$ cat src/rtl/uart_tx_arbiter_if.sv
// Requester/transmitter-side bus of the UART transmit arbiter.
// The master modport is the environment (requesters plus UART model);
// the slave modport is the arbiter itself.
interface uart_tx_arbiter_if #(
  parameter int NUM_REQ          = 4,
  parameter int INPUT_DATA_WIDTH = 8
);
  logic [NUM_REQ-1:0]                  req;
  logic [NUM_REQ*INPUT_DATA_WIDTH-1:0] req_data;
  logic [NUM_REQ-1:0]                  grant;
  logic [NUM_REQ-1:0]                  done;
  logic                                tx_enable;
  logic [INPUT_DATA_WIDTH-1:0]         tx_data;
  logic                                tx_busy;
  logic                                timeout;

  modport master (
    output req, req_data, tx_busy,
    input  grant, done, tx_enable, tx_data, timeout
  );

  modport slave (
    input  req, req_data, tx_busy,
    output grant, done, tx_enable, tx_data, timeout
  );
endinterface

$ cat src/rtl/uart_tx_arbiter.sv
// Round-robin arbiter sharing one UART transmitter among NUM_REQ requesters.
// One word is in flight at a time: select, strobe tx_enable, wait for the
// transmitter to go busy (bounded by BUSY_TIMEOUT), wait for it to go idle,
// then report done. A word whose transmitter never goes busy is dropped with
// a timeout pulse and still advances the round-robin pointer.
module uart_tx_arbiter #(
  parameter int NUM_REQ          = 4,
  parameter int INPUT_DATA_WIDTH = 8,
  parameter int BUSY_TIMEOUT     = 16
) (
  input  logic               clk,
  input  logic               reset,
  uart_tx_arbiter_if.slave   bus
);

  localparam int IDX_W = (NUM_REQ > 1) ? $clog2(NUM_REQ) : 1;
  localparam int CNT_W = $clog2(BUSY_TIMEOUT) + 1;
  localparam logic [NUM_REQ-1:0] ONE_HOT0 = NUM_REQ'(1);

  typedef enum logic [1:0] {IDLE, ISSUE, WAIT_BUSY, WAIT_DONE} state_t;

  state_t                       state;
  logic [IDX_W-1:0]             last_winner;
  logic [IDX_W-1:0]             winner;
  logic [CNT_W-1:0]             cnt;
  logic [NUM_REQ-1:0]           grant_q;
  logic [NUM_REQ-1:0]           done_q;
  logic                         tx_enable_q;
  logic                         timeout_q;
  logic [INPUT_DATA_WIDTH-1:0]  tx_data_q;

  logic                         found;
  logic [IDX_W-1:0]             win_idx;
  logic [IDX_W-1:0]             cand;
  int                           cand_i;
  logic [INPUT_DATA_WIDTH-1:0]  words [NUM_REQ];

  // Unpack the requester words so the winner can be picked with a plain index.
  for (genvar i = 0; i < NUM_REQ; i++) begin : g_words
    assign words[i] = bus.req_data[i*INPUT_DATA_WIDTH +: INPUT_DATA_WIDTH];
  end

  // Round-robin search starting just after the previous winner, with wrap.
  always_comb begin
    // NOTE: every variable gets a default before the loop so no path leaves
    // it unassigned; otherwise synthesis would infer a latch.
    found   = 1'b0;
    win_idx = '0;
    cand_i  = 0;
    cand    = '0;
    for (int i = 1; i <= NUM_REQ; i++) begin
      cand_i = (int'(last_winner) + i) % NUM_REQ;
      cand   = cand_i[IDX_W-1:0];
      if (!found && bus.req[cand]) begin
        found   = 1'b1;
        win_idx = cand;
      end
    end
  end

  // Transaction FSM with registered pulse outputs. The cycle that shows done
  // or timeout is never used for arbitration, so a fresh grant comes at the
  // earliest two cycles after the previous word's completion.
  always_ff @(posedge clk) begin
    // NOTE: state registers use non-blocking assignment so every flop samples
    // pre-edge values regardless of statement order.
    if (!reset) begin
      state       <= IDLE;
      last_winner <= IDX_W'(NUM_REQ - 1);
      winner      <= '0;
      cnt         <= '0;
      grant_q     <= '0;
      done_q      <= '0;
      tx_enable_q <= 1'b0;
      timeout_q   <= 1'b0;
      tx_data_q   <= '0;
    end else begin
      grant_q     <= '0;
      done_q      <= '0;
      tx_enable_q <= 1'b0;
      timeout_q   <= 1'b0;
      case (state)
        IDLE: begin
          if (found && !bus.tx_busy && (done_q == '0) && !timeout_q) begin
            tx_data_q   <= words[win_idx];
            winner      <= win_idx;
            grant_q     <= ONE_HOT0 << win_idx;
            tx_enable_q <= 1'b1;
            state       <= ISSUE;
          end
        end
        ISSUE: begin
          cnt   <= '0;
          state <= WAIT_BUSY;
        end
        WAIT_BUSY: begin
          if (bus.tx_busy) begin
            state <= WAIT_DONE;
          end else if (cnt == CNT_W'(BUSY_TIMEOUT - 1)) begin
            timeout_q   <= 1'b1;
            last_winner <= winner;
            state       <= IDLE;
          end else begin
            cnt <= cnt + 1'b1;
          end
        end
        WAIT_DONE: begin
          if (!bus.tx_busy) begin
            done_q      <= ONE_HOT0 << winner;
            last_winner <= winner;
            state       <= IDLE;
          end
        end
        default: state <= IDLE;
      endcase
    end
  end

  assign bus.grant     = grant_q;
  assign bus.done      = done_q;
  assign bus.tx_enable = tx_enable_q;
  assign bus.timeout   = timeout_q;
  assign bus.tx_data   = tx_data_q;

endmodule

$ cat src/flat_wrapper.sv
// flat-port wrapper written by rule: the top's interface ports become plain ports
module uart_tx_arbiter_flat 
#(
  parameter int NUM_REQ          = 4,
  parameter int INPUT_DATA_WIDTH = 8,
  parameter int BUSY_TIMEOUT     = 16
)
  (clk, reset, bus_req, bus_req_data, bus_tx_busy, bus_grant, bus_done, bus_tx_enable, bus_tx_data, bus_timeout);
  uart_tx_arbiter_if #(.NUM_REQ(NUM_REQ), .INPUT_DATA_WIDTH(INPUT_DATA_WIDTH)) bus_i ();
  input  logic clk;
  input  logic reset;
  input wire logic [$bits(bus_i.req)-1:0] bus_req;
  input wire logic [$bits(bus_i.req_data)-1:0] bus_req_data;
  input wire logic [$bits(bus_i.tx_busy)-1:0] bus_tx_busy;
  output wire logic [$bits(bus_i.grant)-1:0] bus_grant;
  output wire logic [$bits(bus_i.done)-1:0] bus_done;
  output wire logic [$bits(bus_i.tx_enable)-1:0] bus_tx_enable;
  output wire logic [$bits(bus_i.tx_data)-1:0] bus_tx_data;
  output wire logic [$bits(bus_i.timeout)-1:0] bus_timeout;
  assign bus_i.req = bus_req;
  assign bus_i.req_data = bus_req_data;
  assign bus_i.tx_busy = bus_tx_busy;
  assign bus_grant = bus_i.grant;
  assign bus_done = bus_i.done;
  assign bus_tx_enable = bus_i.tx_enable;
  assign bus_tx_data = bus_i.tx_data;
  assign bus_timeout = bus_i.timeout;
  uart_tx_arbiter #(.NUM_REQ(NUM_REQ), .INPUT_DATA_WIDTH(INPUT_DATA_WIDTH), .BUSY_TIMEOUT(BUSY_TIMEOUT)) u_core (.clk(clk), .reset(reset), .bus(bus_i));
endmodule
$ cat config.mk
export PLATFORM = sky130hd
export DESIGN_NAME = uart_tx_arbiter_flat
export DESIGN_NICKNAME = d
export VERILOG_FILES = /design/src/rtl/uart_tx_arbiter_if.sv /design/src/rtl/uart_tx_arbiter.sv /design/src/flat_wrapper.sv
export SDC_FILE = /design/constraint.sdc
export NUM_CORES = 1
export LEC_CHECK = 0
export CAP_MARGIN = 20
export CORE_MARGIN = 4
export CORE_UTILIZATION = 30
export DETAILED_ROUTE_END_ITERATION = 6
export PLACE_DENSITY_LB_ADDON = 0.08
export SYNTH_ARGS = -nofsm -noshare
export SYNTH_HDL_FRONTEND = slang
export SYNTH_SLANG_ARGS = --single-unit
$ cat constraint.sdc
create_clock -name clk -period 2.3 [get_ports clk]
set_input_delay 0.575 -clock clk [delete_from_list [all_inputs] [get_ports clk]]
set_output_delay 0.575 -clock clk [all_outputs]
set_load 0.03 [all_outputs]
==> metrics.cfg <==
[setup_path]
startpoint_type = input port
critPathArrivalTime_ns = 2.17
required_ns = 2.45
path_class = input port to register
cp_slowest_stage_delay_ns = 0.57
cp-end-kind = register
crit_slowest_cell = clkdlybuf4s50_1
reg2reg_slack_ns = 0.53
worstPathCellList = clkdlybuf4s50_1, and2b_1, a21oi_2, o221ai_4, buf_12, mux2i_1, o221ai_1
cp_max_fo = 21

[pwr]
power_per_cell_area_nw_per_um2 = 582
p_leak_uw = 0.000800
ir_worst_vdd_mv = 0.250

[timing]
hold_violations = 0
rsz0062_at_grt = no
slew_violations = 0
tightest_slew_ns = 0.401
setup_viol = 0
fin_skew_ns = 0.00204
fmaxAchievable_mhz = 494
min_period_ns = 2.02
fin_crit_sh_pct = 88.0
slew_headroom_pct = 73.0

[synth]
yosysMostFrequentCell = dfxtp_1
ys_top_cells_by_area = dfxtp_1 (42%), mux2i_1 (12%), o221ai_1 (5.1%), nand3_1 (4.7%), nand2_1 (3.8%)
synth_edf_count = 0
synthesis.instances = 143
ys.flop_type = dfxtp_1
synth_area_per_cell_um2 = 9.58
synth_top_cell_by_area = dfxtp_1
synth_fp_nets = 184
mappedNetlistArea_um2 = 1370
ys_seq_area_share_pct = 42.4
yosysTopAreaCellShare_pct = 42.4
synth_common_cells = dfxtp_1 (29), mux2i_1 (17), nand2_1 (14)
ys_ff_latch = 29
ys_types = 32
synthArstFlopShare_pct = 0
synth_warnings = 0

[routing]
first_iter_violations = 79
wl_um = 3580
viasPerCell = 5.01
vias = 1293
firstDrtPassIters = 4
drc = 0
drtAntennaViolNets = 0
wl_per_cell_um = 13.9

[clocking]
h-tree-depth = 2
cts_setup_buffers = 0
cts_sinks = 29
post_cts_resize_count = 0
clock_path_buffers = 2
clockRootBuffer = clkbuf_8
cts_buffers = 5
clk_latency_ns = 0.27
ctsHoldBuffers = 0
tritoncts = yes
path_clk_slew_ns = 0.06

[floorplan]
io_pins = 57
coreArea_um2 = 4380
rows = 24
die_height_um = 75.6
start_util_pct = 31.2
die_width_um = 75.6
die_area_um2 = 5710

[final_layout]
nNetsFinal = 246
design_area_um2 = 2080
antenna_cells = 0
fill_cells = 413
stdcell_count = 258
area_growth_pct = 52.1
drive_above_1_share_pct = 7.77

[global_route]
gr-usage-all-layers_pct = 13.2
grt_use_met1_pct = 16.3
met3_usage_pct = 3.83
use_met2_pct = 21.7
busiest_layer = met2
grt_max_degree = 22
antenna_found_initial = 0
grt_pass1_wl_um = 5700
overflow = 0
grt_pass1_vias = 1279

[run]
cap_viol_max_count = 0

[place]
port_buffers = 56
dp_hpwl_um = 2740
gp_congestion = 0.832
dp_cells = 250
placed_area_um2 = 2000

[run_status]
status = complete, no violations

[hold_path]
hp-class = register to register

## worst paths after layout
kind | startpoint | endpoint | depth (start not counted)
worst max register to register | u_core.cnt[0] | u_core.cnt[3] | 7
worst min-delay path | u_core.bus.tx_data[3] | u_core.bus.tx_data[3] | 2
worst max-delay path | bus_req[3] | u_core.bus.tx_data[5] | 7
worst min register to register | u_core.bus.tx_data[3] | u_core.bus.tx_data[3] | 2
## per-layer routing
| layer | wire (um) | vias to the layer above | share of wire [%] |
|---|---|---|---|
| li1 | - | 646 | - |
| met1 | 1540 | 609 | 43 |
| met2 | 1820 | 36 | 51 |
| met3 | 197 | 2 | 5.5 |
| met4 | 25 | 0 | 0.70 |
| met5 | 0 | - | 0 |
## cell usage in the layout, fill, tap and decap left out, drive strengths merged, types with 2 or more instances in the layout
cell type	count
o21ai	4
nor2	9
nor4	2
nand2b	4
inv	3
and2	3
o211ai	3
nand3	15
nor3	4
nand2	14
o221ai	9
nor3b	5
a21boi	3
and3	2
clkbuf	6
clkdlybuf4s50	56
dfxtp	29
mux2i	17
ha	2
xor2	2
clkinv	2
buf	4
## power breakdown
| part | internal [uW] | switching, uW | total (uW) |
|---|---|---|---|
| clock network | 209 | 187 | 396 |
| logic | 142 | 126 | 269 |
| registers | 528 | 19.2 | 547 |
## cell type report
type                       count  area [um^2]  area share (%)
multi-input combinational    106          741            35.6
timing repair buffer          60          603            28.9
sequential                    29          581            27.9
clock buffer                   6         72.6            3.48
tap                           52         65.1            3.12
inverter                       3         11.3           0.541
clock inverter                 2         10.0           0.480
## registers in the layout, indices dropped and copies added, names as in the netlist
register	flops
u_core.bus.tx_data	8
u_core.bus.grant	4
u_core.winner	2
u_core.bus.done	4
u_core.cnt	5
u_core.state	2
u_core.bus.tx_enable	1
u_core.last_winner	2
u_core.bus.timeout	1
## critical path: cells and delay by family
kind	cells	cell delay [ns]
buffers and inverters	2	0.78
AO/OA/AOI/OAI	3	0.39
AND/OR/NAND/NOR	1	0.21
multiplexers	1	0.21
## stage by stage
| step | TNS [ns] | hold WS (ns) | util [%] | setup WS [ns] | total power (uW) |
|---|---|---|---|---|---|
| 2_1_floorplan | 0 | 0.464 | - | 0.659 | 694 |
| 3_3_place_gp | 0 | 0.467 | 45.6 | 0.0895 | 824 |
| 3_5_place_dp | -0.0148 | 0.478 | 45.6 | -0.0133 | 828 |
| 4_1_cts | 0 | 0.494 | 47.5 | 0.277 | 1230 |
| 5_1_grt | 0 | 0.511 | 47.5 | 0.121 | 1270 |
| 6_report | 0 | 0.490 | 47.5 | 0.276 | 1210 |
## cell families (layout without fill, tap and decap cells)
kind of cell / count (synthesis) / count (layout) / synth area share (%)
xor gates and xnor gates: 2 / 2 / 1.28
adders and majority gates: 2 / 2 / 1.83
buffers and inverters: 8 / 71 / 3.56
and+or+nand+nor: 63 / 63 / 24.9
AOI/OAI and AO/OA: 22 / 22 / 13.6
DFF: 29 / 29 / 42.4
muxes: 17 / 17 / 12.4
Note: power is estimated with default switching activity, not from simulation.
